**src/rtl/pci_arbiter.sv**
```systemverilog
// pci_arbiter: round-robin PCI GNT# arbiter with unused-grant revocation and one-cycle turnaround.
// Define PCI_ARB_PARK_EN to park the bus on the last owner while no master requests.
module pci_arbiter #(
  parameter int N_MASTERS    = 4,
  parameter int IDLE_TIMEOUT = 16
) (
  input  logic                         clk,
  input  logic                         reset,
  input  logic [N_MASTERS-1:0]         req_n,
  input  logic                         frame_n,
  input  logic                         irdy_n,
  output logic [N_MASTERS-1:0]         gnt_n,
  output logic [$clog2(N_MASTERS)-1:0] grant_idx,
  output logic                         bus_busy
);
  localparam int IW = $clog2(N_MASTERS);
  localparam int TW = $clog2(IDLE_TIMEOUT + 1);
  typedef enum logic [1:0] {S_IDLE, S_GRANT, S_BUSY, S_TURN} state_t;
  state_t         r_state, w_state_nxt;
  logic [TW-1:0]  r_timer, w_timer_nxt;
  logic [IW-1:0]  r_last, w_last_nxt, r_idx, w_idx_nxt, w_win, w_sel;
  logic [N_MASTERS-1:0] r_gnt_n, w_gnt_nxt;
  logic           r_busy, w_any, w_bus_idle, w_timeout, w_parked;
  logic [IW:0]    w_pick;
  // Walk last+N down to last+1 so the nearest requester after the last owner is kept.
  function automatic logic [IW:0] pick(input logic [N_MASTERS-1:0] rq, input logic [IW-1:0] last);
    pick = {1'b0, last};
    for (int k = N_MASTERS; k >= 1; k--)
      if (!rq[IW'((int'(last) + k) % N_MASTERS)]) pick = {1'b1, IW'((int'(last) + k) % N_MASTERS)};
  endfunction
  assign w_pick     = pick(req_n, r_last);
  assign w_any      = w_pick[IW];
  assign w_win      = w_pick[IW-1:0];
  assign w_bus_idle = frame_n & irdy_n;
  assign w_timeout  = r_timer == TW'(IDLE_TIMEOUT - 1);
`ifdef PCI_ARB_PARK_EN
  assign w_parked   = (r_state == S_IDLE) && !r_gnt_n[r_last];
`else
  assign w_parked   = 1'b0;
`endif
  assign w_sel      = w_parked ? r_last : w_win;
  assign gnt_n      = r_gnt_n;
  assign grant_idx  = r_idx;
  assign bus_busy   = r_busy;
  always_ff @(posedge clk) begin
    if (reset) begin
      r_state <= S_IDLE;
      r_timer <= '0;
      r_last  <= IW'(N_MASTERS - 1);
      r_idx   <= '0;
      r_gnt_n <= '1;
      r_busy  <= 1'b0;
    end else begin
      r_state <= w_state_nxt;
      r_timer <= w_timer_nxt;
      r_last  <= w_last_nxt;
      r_idx   <= w_idx_nxt;
      r_gnt_n <= w_gnt_nxt;
      r_busy  <= w_state_nxt == S_BUSY;
    end
  end
  always_comb begin
    w_state_nxt = r_state;
    case (r_state)
      S_IDLE:  w_state_nxt = w_parked ? (!frame_n ? S_BUSY : !req_n[r_last] ? S_GRANT : w_any ? S_TURN : S_IDLE)
                                      : (w_any && w_bus_idle ? S_GRANT : S_IDLE);
      S_GRANT: w_state_nxt = !frame_n ? S_BUSY : (w_timeout || req_n[r_idx]) ? S_TURN : S_GRANT;
      S_BUSY:  w_state_nxt = w_bus_idle ? S_TURN : S_BUSY;
      S_TURN:  w_state_nxt = S_IDLE;
    endcase
  end
  always_comb begin
    w_gnt_nxt   = '1;
    w_idx_nxt   = r_idx;
    w_last_nxt  = r_last;
    w_timer_nxt = '0;
    if (w_state_nxt == S_GRANT) begin
      if (r_state == S_IDLE) begin
        w_idx_nxt  = w_sel;
        w_last_nxt = w_sel;
      end else
        w_timer_nxt = (&r_timer) ? r_timer : r_timer + 1'b1;
      w_gnt_nxt[w_idx_nxt] = 1'b0;
    end
`ifdef PCI_ARB_PARK_EN
    if (w_state_nxt == S_IDLE && !w_any) begin
      w_gnt_nxt[r_last] = 1'b0;
      w_idx_nxt         = r_last;
    end
`endif
  end
endmodule

```
**config.mk**
```make
export PLATFORM = sky130hd
export DESIGN_NAME = pci_arbiter
export DESIGN_NICKNAME = d
export VERILOG_FILES = /design/src/rtl/pci_arbiter.sv
export SDC_FILE = /design/constraint.sdc
export NUM_CORES = 1
export LEC_CHECK = 0
export BUFFER_PORTS_ARGS = -buffer_cell sky130_fd_sc_hd__buf_4
export CELL_PAD_IN_SITES_DETAIL_PLACEMENT = 0
export CELL_PAD_IN_SITES_GLOBAL_PLACEMENT = 1
export CORE_MARGIN = 4
export CORE_UTILIZATION = 41
export DETAILED_ROUTE_END_ITERATION = 6
export GPL_TIMING_DRIVEN = 0
export HOLD_SLACK_MARGIN = 0.05
export PLACE_DENSITY_LB_ADDON = 0.2
export RECOVER_POWER = 25
export SETUP_SLACK_MARGIN = 0.4
export SLEW_MARGIN = 20
export SYNTH_ARGS = -nofsm -noshare
export SYNTH_HDL_FRONTEND = slang
export SYNTH_SLANG_ARGS = --single-unit
```
**constraint.sdc**
```tcl
create_clock -name clk -period 2.7 [get_ports clk]
set_input_delay 0.27 -clock clk [delete_from_list [all_inputs] [get_ports clk]]
set_output_delay 0.27 -clock clk [all_outputs]
set_load 0.02 [all_outputs]
```
==> results of run 1 <==
-- power by group through the flow --
stage / Clock [mW] / Combinational, mW / Sequential [mW]
after global placement: 0 / 0.0919 / 0.261
after detailed placement: 0 / 0.0933 / 0.261
final: 0.161 / 0.0903 / 0.256
after floorplan: 0 / 0.0580 / 0.265
after global routing: 0.177 / 0.102 / 0.257
after CTS: 0.166 / 0.0937 / 0.256
-- through the flow --
step | std cells | worst slack (ps)
after floorplan | 90 | 752.7
after global placement | 130 | 605.4
after detailed placement | 130 | 588.1
after CTS | 134 | 567.5
after global routing | 134 | 455.4
final | 134 | 589.4
-- kinds of logic (layout without fill, tap and decap cells) --
group	Yosys count	after routing	share of synthesized area [%]
AO/OA/AOI/OAI	14	14	11.94
XOR/XNOR	4	4	4.030
adder cells (fa/ha/maj)	3	3	4.317
buffers and inverters	4	21	2.590
flip-flops	16	16	36.83
multiplexers	7	7	9.640
AND/OR/NAND/NOR	42	42	30.65
-- registers in the layout (all words and copies together), names as in the netlist --
name,count
r_last,2
bus_busy,1
r_timer,5
grant_idx,2
gnt_n,4
r_state,2
-- cell usage after synthesis, types with 2 or more instances --
| master | instances |
|---|---|
| ha_1 | 3 |
| mux2i_1 | 5 |
| nor3_1 | 5 |
| nand4_1 | 2 |
| buf_4 | 2 |
| nand2b_1 | 4 |
| and3_1 | 2 |
| dfxtp_1 | 16 |
| nor2b_1 | 2 |
| or3_1 | 3 |
| xnor2_1 | 2 |
| xor2_1 | 2 |
| nand2_1 | 6 |
| a21oi_1 | 4 |
| nand3_1 | 3 |
| inv_1 | 2 |
| nor2_1 | 6 |
-- routing by layer --
metal	GRT usage [%]	vias up
li1	-	369
met3	2.770	2
met4	6.224	0
met1	17.45	330
met2	22.78	10
met5	0	-
-- area by class of cell --
type / count / area, um2 / area share [%]
plain buffers: 2 / 15.01 / 1.474
clock buffers: 4 / 36.28 / 3.563
inverters: 2 / 7.507 / 0.7371
multi-input cells: 70 / 526.8 / 51.72
flip-flops and latches: 16 / 320.3 / 31.45
well taps: 27 / 33.78 / 3.317
repair buffers: 13 / 78.83 / 7.740
-- path summary, 6_finish.rpt --
check / start / end / slack, ps / cells past startpoint
min reg2reg: r_timer[4] / r_timer[4] / 550 / 2
max: r_timer[0] / gnt_n[1] / 590 / 7
max reg2reg: r_timer[0] / gnt_n[1] / 590 / 7
min: reset / grant_idx[1] / 190 / 2
==> results.sh, run 1 <==
export IMPL_outcome="finished, final reports clean"
export IMPL_cts_max_path_buffers=2
export IMPL_wl_met1_um=865
export IMPL_ys_ff_latch=16
export IMPL_fin_nets=119
export IMPL_synthDominantCellAreaShare_pct=36.83
export IMPL_p_int_uw=369.7
export IMPL_endpoint_kind="flop"
export IMPL_wl_per_cell_um=12.98
export IMPL_clockPowerShare_pct=31.7
export IMPL_placed_cell_area_mm2=0.001001
export IMPL_clk_pin_slew_ps=100
export IMPL_cts_num_sinks=16
export IMPL_ant_nets=0
export IMPL_start_util_pct=43.88
export IMPL_power_density_mw_per_mm2=497.5
export IMPL_synth_ff_type="dfxtp_1"
export IMPL_path_buf_inv=0
export IMPL_ys_types=38
export IMPL_cp_arrival_ps=2280
export IMPL_antenna_found_initial=0
export IMPL_ys_seq_area_share_pct=36.83
export IMPL_dr_pass1_iters=4
export IMPL_drv_slew=0
export IMPL_min_period_ps=2111
export IMPL_syn_inst=90
export IMPL_fp_row_count=16
export IMPL_cp_top_family="simple AND/OR/NAND/NOR gates"
export IMPL_leakagePower_nw=0.4067
export IMPL_critPathMaxFanout=7
export IMPL_period_share_pct=78.17
export IMPL_core_mm2=0.001982
export IMPL_ctsRootBufferMaster="clkbuf_4"
export IMPL_gp_congestion=0.7824
export IMPL_slew_headroom_pct=73.20
export IMPL_synth_top_area_cell="dfxtp_1"
export IMPL_crit_top_cell="ha_1"
export IMPL_crit_slowest_cell="or3_1"
export IMPL_fmax_mhz=473.8
export IMPL_yosysWarningCount=0
export IMPL_critPathRequiredTime_ps=2870
export IMPL_holdWs_ps=185.0
export IMPL_vias_per_cell=5.306
export IMPL_cts_resized_gates=0
export IMPL_seqPwrFrac_pct=50.4
export IMPL_final_layout_size_suffix_gt1_share_pct=20.56
export IMPL_syn_area_um2=869.6
export IMPL_dieArea_mm2=0.002922
export IMPL_rsz0062_at_grt="false"
export IMPL_synthArstFlopShare_pct=0
export IMPL_post_cts_buffers=0
export IMPL_top_layer="met4"
export IMPL_synth_edf_count=0
export IMPL_grt_use_total_pct=13.89
export IMPL_area_delta_synth_final_pct=17.12
export IMPL_htree_levels=1
export IMPL_post_route_util_pct=51.39
export IMPL_totalWireLength_um=1739
export IMPL_grt_pass1_vias=658
export IMPL_start_kind="flop"
export IMPL_num_antenna_cells=0
export IMPL_cp_slowest_stage_delay_ps=390
export IMPL_io_pins=15
export IMPL_numPortBuffers=13
export IMPL_timing_setup_tns_ps=0
export IMPL_final_cell_mix="dfxtp_1 (16), buf_4 (10), nand2_1 (6), nor2_1 (6)"
export IMPL_clock_skew_ps=4.480
export IMPL_wl_met2_um=805
export IMPL_fill_cells=198
export IMPL_power_switching_uw=137.1
export IMPL_drc=0
export IMPL_hold_viol=0
export IMPL_syn_avg_cell_area_um2=9.662
export IMPL_max_vdd_ir_drop_mv=0.2984
export IMPL_switching_share_pct=27.05
export IMPL_postCtsHoldBufs=0
export IMPL_comb_power_share_pct=17.8
export IMPL_cts_buffers=3
export IMPL_dieWidth_um=54.06
export IMPL_dr_wl_met3_um=61
export IMPL_grt_max_degree=11
export IMPL_crit_chain="ha_1 -> and3_1 -> ha_1 -> nor4b_2 -> a221o_2 -> nand4_4 -> or3_1"
export IMPL_cap_violations=0
export IMPL_layout_commonest_cell="dfxtp_1"
export IMPL_post_route_cell_area_mm2=0.001018
export IMPL_worst_pin_slew_ps=398.5
export IMPL_cts_tree="built"
export IMPL_synth_area_leaders="dfxtp_1 (37%), mux2i_1 (5.8%), ha_1 (4.3%)"
export IMPL_die_h_um=54.06
export IMPL_finalSetupViolCount=0
export IMPL_p_total_uw=506.7
export IMPL_syn_num_nets=101
export IMPL_num_vias=711
export IMPL_hpwl_um=1341
export IMPL_drtIter0Drc=7
export IMPL_criticalPathCategory="flop to flop"
export IMPL_insertion_delay_ps=280
export IMPL_overflow=0
export IMPL_grt_pass1_wl_um=2870
export IMPL_min_path_type="input pin to flop"
Note: power is estimated with default switching activity, not from simulation.
==> inputs of run 2 (changes only) <==
clock period = 2.2 ns   (was 2.7 ns; I/O delays follow)
==> run 2 against run 1 <==
Worst hold slack got worse by 30 ps. Non-clock buffer count rose by 6. Power rose by 14%. Critical path depth did not move. Design area rose by 11%. Clock power fell by 13%. Core utilization rose by 5.5 points. Highest routed layer unchanged.
==> results.sh, run 2 (synthesis results as in run 1) <==
export IMPL_outcome="finished, final reports clean"
export IMPL_crit_chain="ha_4 -> and3_4 -> ha_4 -> nor4b_4 -> a221o_2 -> nand4_4 -> or3_1"
export IMPL_grt_pass1_wl_um=3036
export IMPL_timing_setup_tns_ps=0
export IMPL_cp_slowest_stage_delay_ps=340
export IMPL_min_period_ps=1845
export IMPL_drv_slew=0
export IMPL_min_path_type="input pin to flop"
export IMPL_dr_pass1_iters=4
export IMPL_start_util_pct=43.88
export IMPL_ff2ff_path_depth=7
export IMPL_finalSetupViolCount=0
export IMPL_die_h_um=54.06
export IMPL_grt_pass1_vias=681
export IMPL_drtIter0Drc=17
export IMPL_insertion_delay_ps=270
export IMPL_power_density_mw_per_mm2=513.8
export IMPL_ctsRootBufferMaster="clkbuf_4"
export IMPL_fin_nets=125
export IMPL_criticalPathCategory="flop to flop"
export IMPL_crit_top_cell="ha_4"
export IMPL_cts_buffers=3
export IMPL_vias_per_cell=5.475
export IMPL_wl_per_cell_um=13.36
export IMPL_path_buf_inv=0
export IMPL_cp_arrival_ps=2000
export IMPL_cap_violations=0
export IMPL_r2r_start="r_timer[1]"
export IMPL_cts_num_sinks=16
export IMPL_cts_tree="built"
export IMPL_holdPathEnd="bus_busy"
export IMPL_num_antenna_cells=0
export IMPL_max_vdd_ir_drop_mv=0.4644
export IMPL_dieArea_mm2=0.002922
export IMPL_hpwl_um=1321
export IMPL_fp_row_count=16
export IMPL_fmax_mhz=542.1
export IMPL_grt_max_degree=11
export IMPL_r2r_slack_ps=360
export IMPL_worstHoldStart="reset"
export IMPL_p_total_uw=579.3
export IMPL_r2r_end="gnt_n[1]"
export IMPL_rsz0062_at_grt="true"
export IMPL_clk_pin_slew_ps=80
export IMPL_grt_use_total_pct=14.65
export IMPL_hold_depth=2
export IMPL_num_vias=761
export IMPL_drc=0
export IMPL_area_delta_synth_final_pct=29.64
export IMPL_endpoint_kind="flop"
export IMPL_overflow=0
export IMPL_worst_pin_slew_ps=401.5
export IMPL_crit_slowest_cell="dfxtp_2"
export IMPL_clock_skew_ps=6.322
export IMPL_critPathRequiredTime_ps=2360
export IMPL_final_layout_size_suffix_gt1_share_pct=32.14
export IMPL_cts_max_path_buffers=2
export IMPL_hold_viol=0
export IMPL_start_kind="flop"
export IMPL_final_cell_mix="buf_4 (15), dfxtp_1 (14), nand2_1 (6), nor2_1 (6)"
export IMPL_period_share_pct=83.85
export IMPL_largest_register="r_timer"
export IMPL_leakagePower_nw=0.4488
export IMPL_layout_commonest_cell="buf_4"
export IMPL_htree_levels=1
export IMPL_numPortBuffers=13
export IMPL_cp_top_family="simple AND/OR/NAND/NOR gates"
export IMPL_largest_register_ffs=5
export IMPL_gp_congestion=0.8035
export IMPL_antenna_found_initial=0
export IMPL_totalWireLength_um=1857
export IMPL_io_pins=15
export IMPL_slew_headroom_pct=73.00
export IMPL_dieWidth_um=54.06
export IMPL_core_mm2=0.001982
export IMPL_critPathMaxFanout=5
export IMPL_ant_nets=0
run 2: power by group:
part	total, mW	internal (mW)	switching [mW]
Combinational	0.125	0.0595	0.0655
Sequential	0.314	0.300	0.0136
Clock	0.140	0.0634	0.0771
run 2: what timing repair did:
item                                   in CTS  in global routing
hold buffers                                0                  0
setup buffers                               4                  2
endpoints found under the hold margin       0                  0
pin swaps                                   1                  3
setup endpoints to repair                  10                  9
resized for setup                           4                  8
run 2: per-stage QoR:
step	cell area [um2]	instances	worst slack [ps]	hold WS, ps	util (%)
3_5_place_dp	1011	130	270.9	442.5	51.01
4_1_cts	1081	137	331.1	136.2	54.55
6_report	1127	139	355.4	154.6	56.88
3_3_place_gp	1011	130	298.4	436.9	51.01
2_1_floorplan	879.6	90	423.7	289.1	-
5_1_grt	1127	139	270.8	130.2	56.88
run 2: layer usage:
layer	up-vias	wire (um)	GRT usage, %
met4	0	7	2.905
met2	14	907	23.39
li1	385	-	-
met5	-	0	0
met3	2	93	6.094
met1	360	849	18.49
run 2: worst max-delay path by stage:
stage / from / to / slack, ps / depth (start not counted)
final: r_timer[1] / gnt_n[1] / 360 / 7
after global routing: r_timer[1] / gnt_n[1] / 270 / 7
after CTS: r_timer[0] / gnt_n[1] / 330 / 7
after detailed placement: r_timer[0] / gnt_n[1] / 270 / 7
after global placement: r_timer[0] / gnt_n[1] / 300 / 7
after floorplan: r_timer[0] / gnt_n[1] / 420 / 7
run 2: layout make-up:
cell class	count	area, um2
clock buffer	3	22.52
tap	27	33.78
multi-input combinational	70	598.1
fill	173	854.6
inverter	2	7.507
buffer	2	15.01
timing repair buffer	19	127.6
sequential	16	322.8
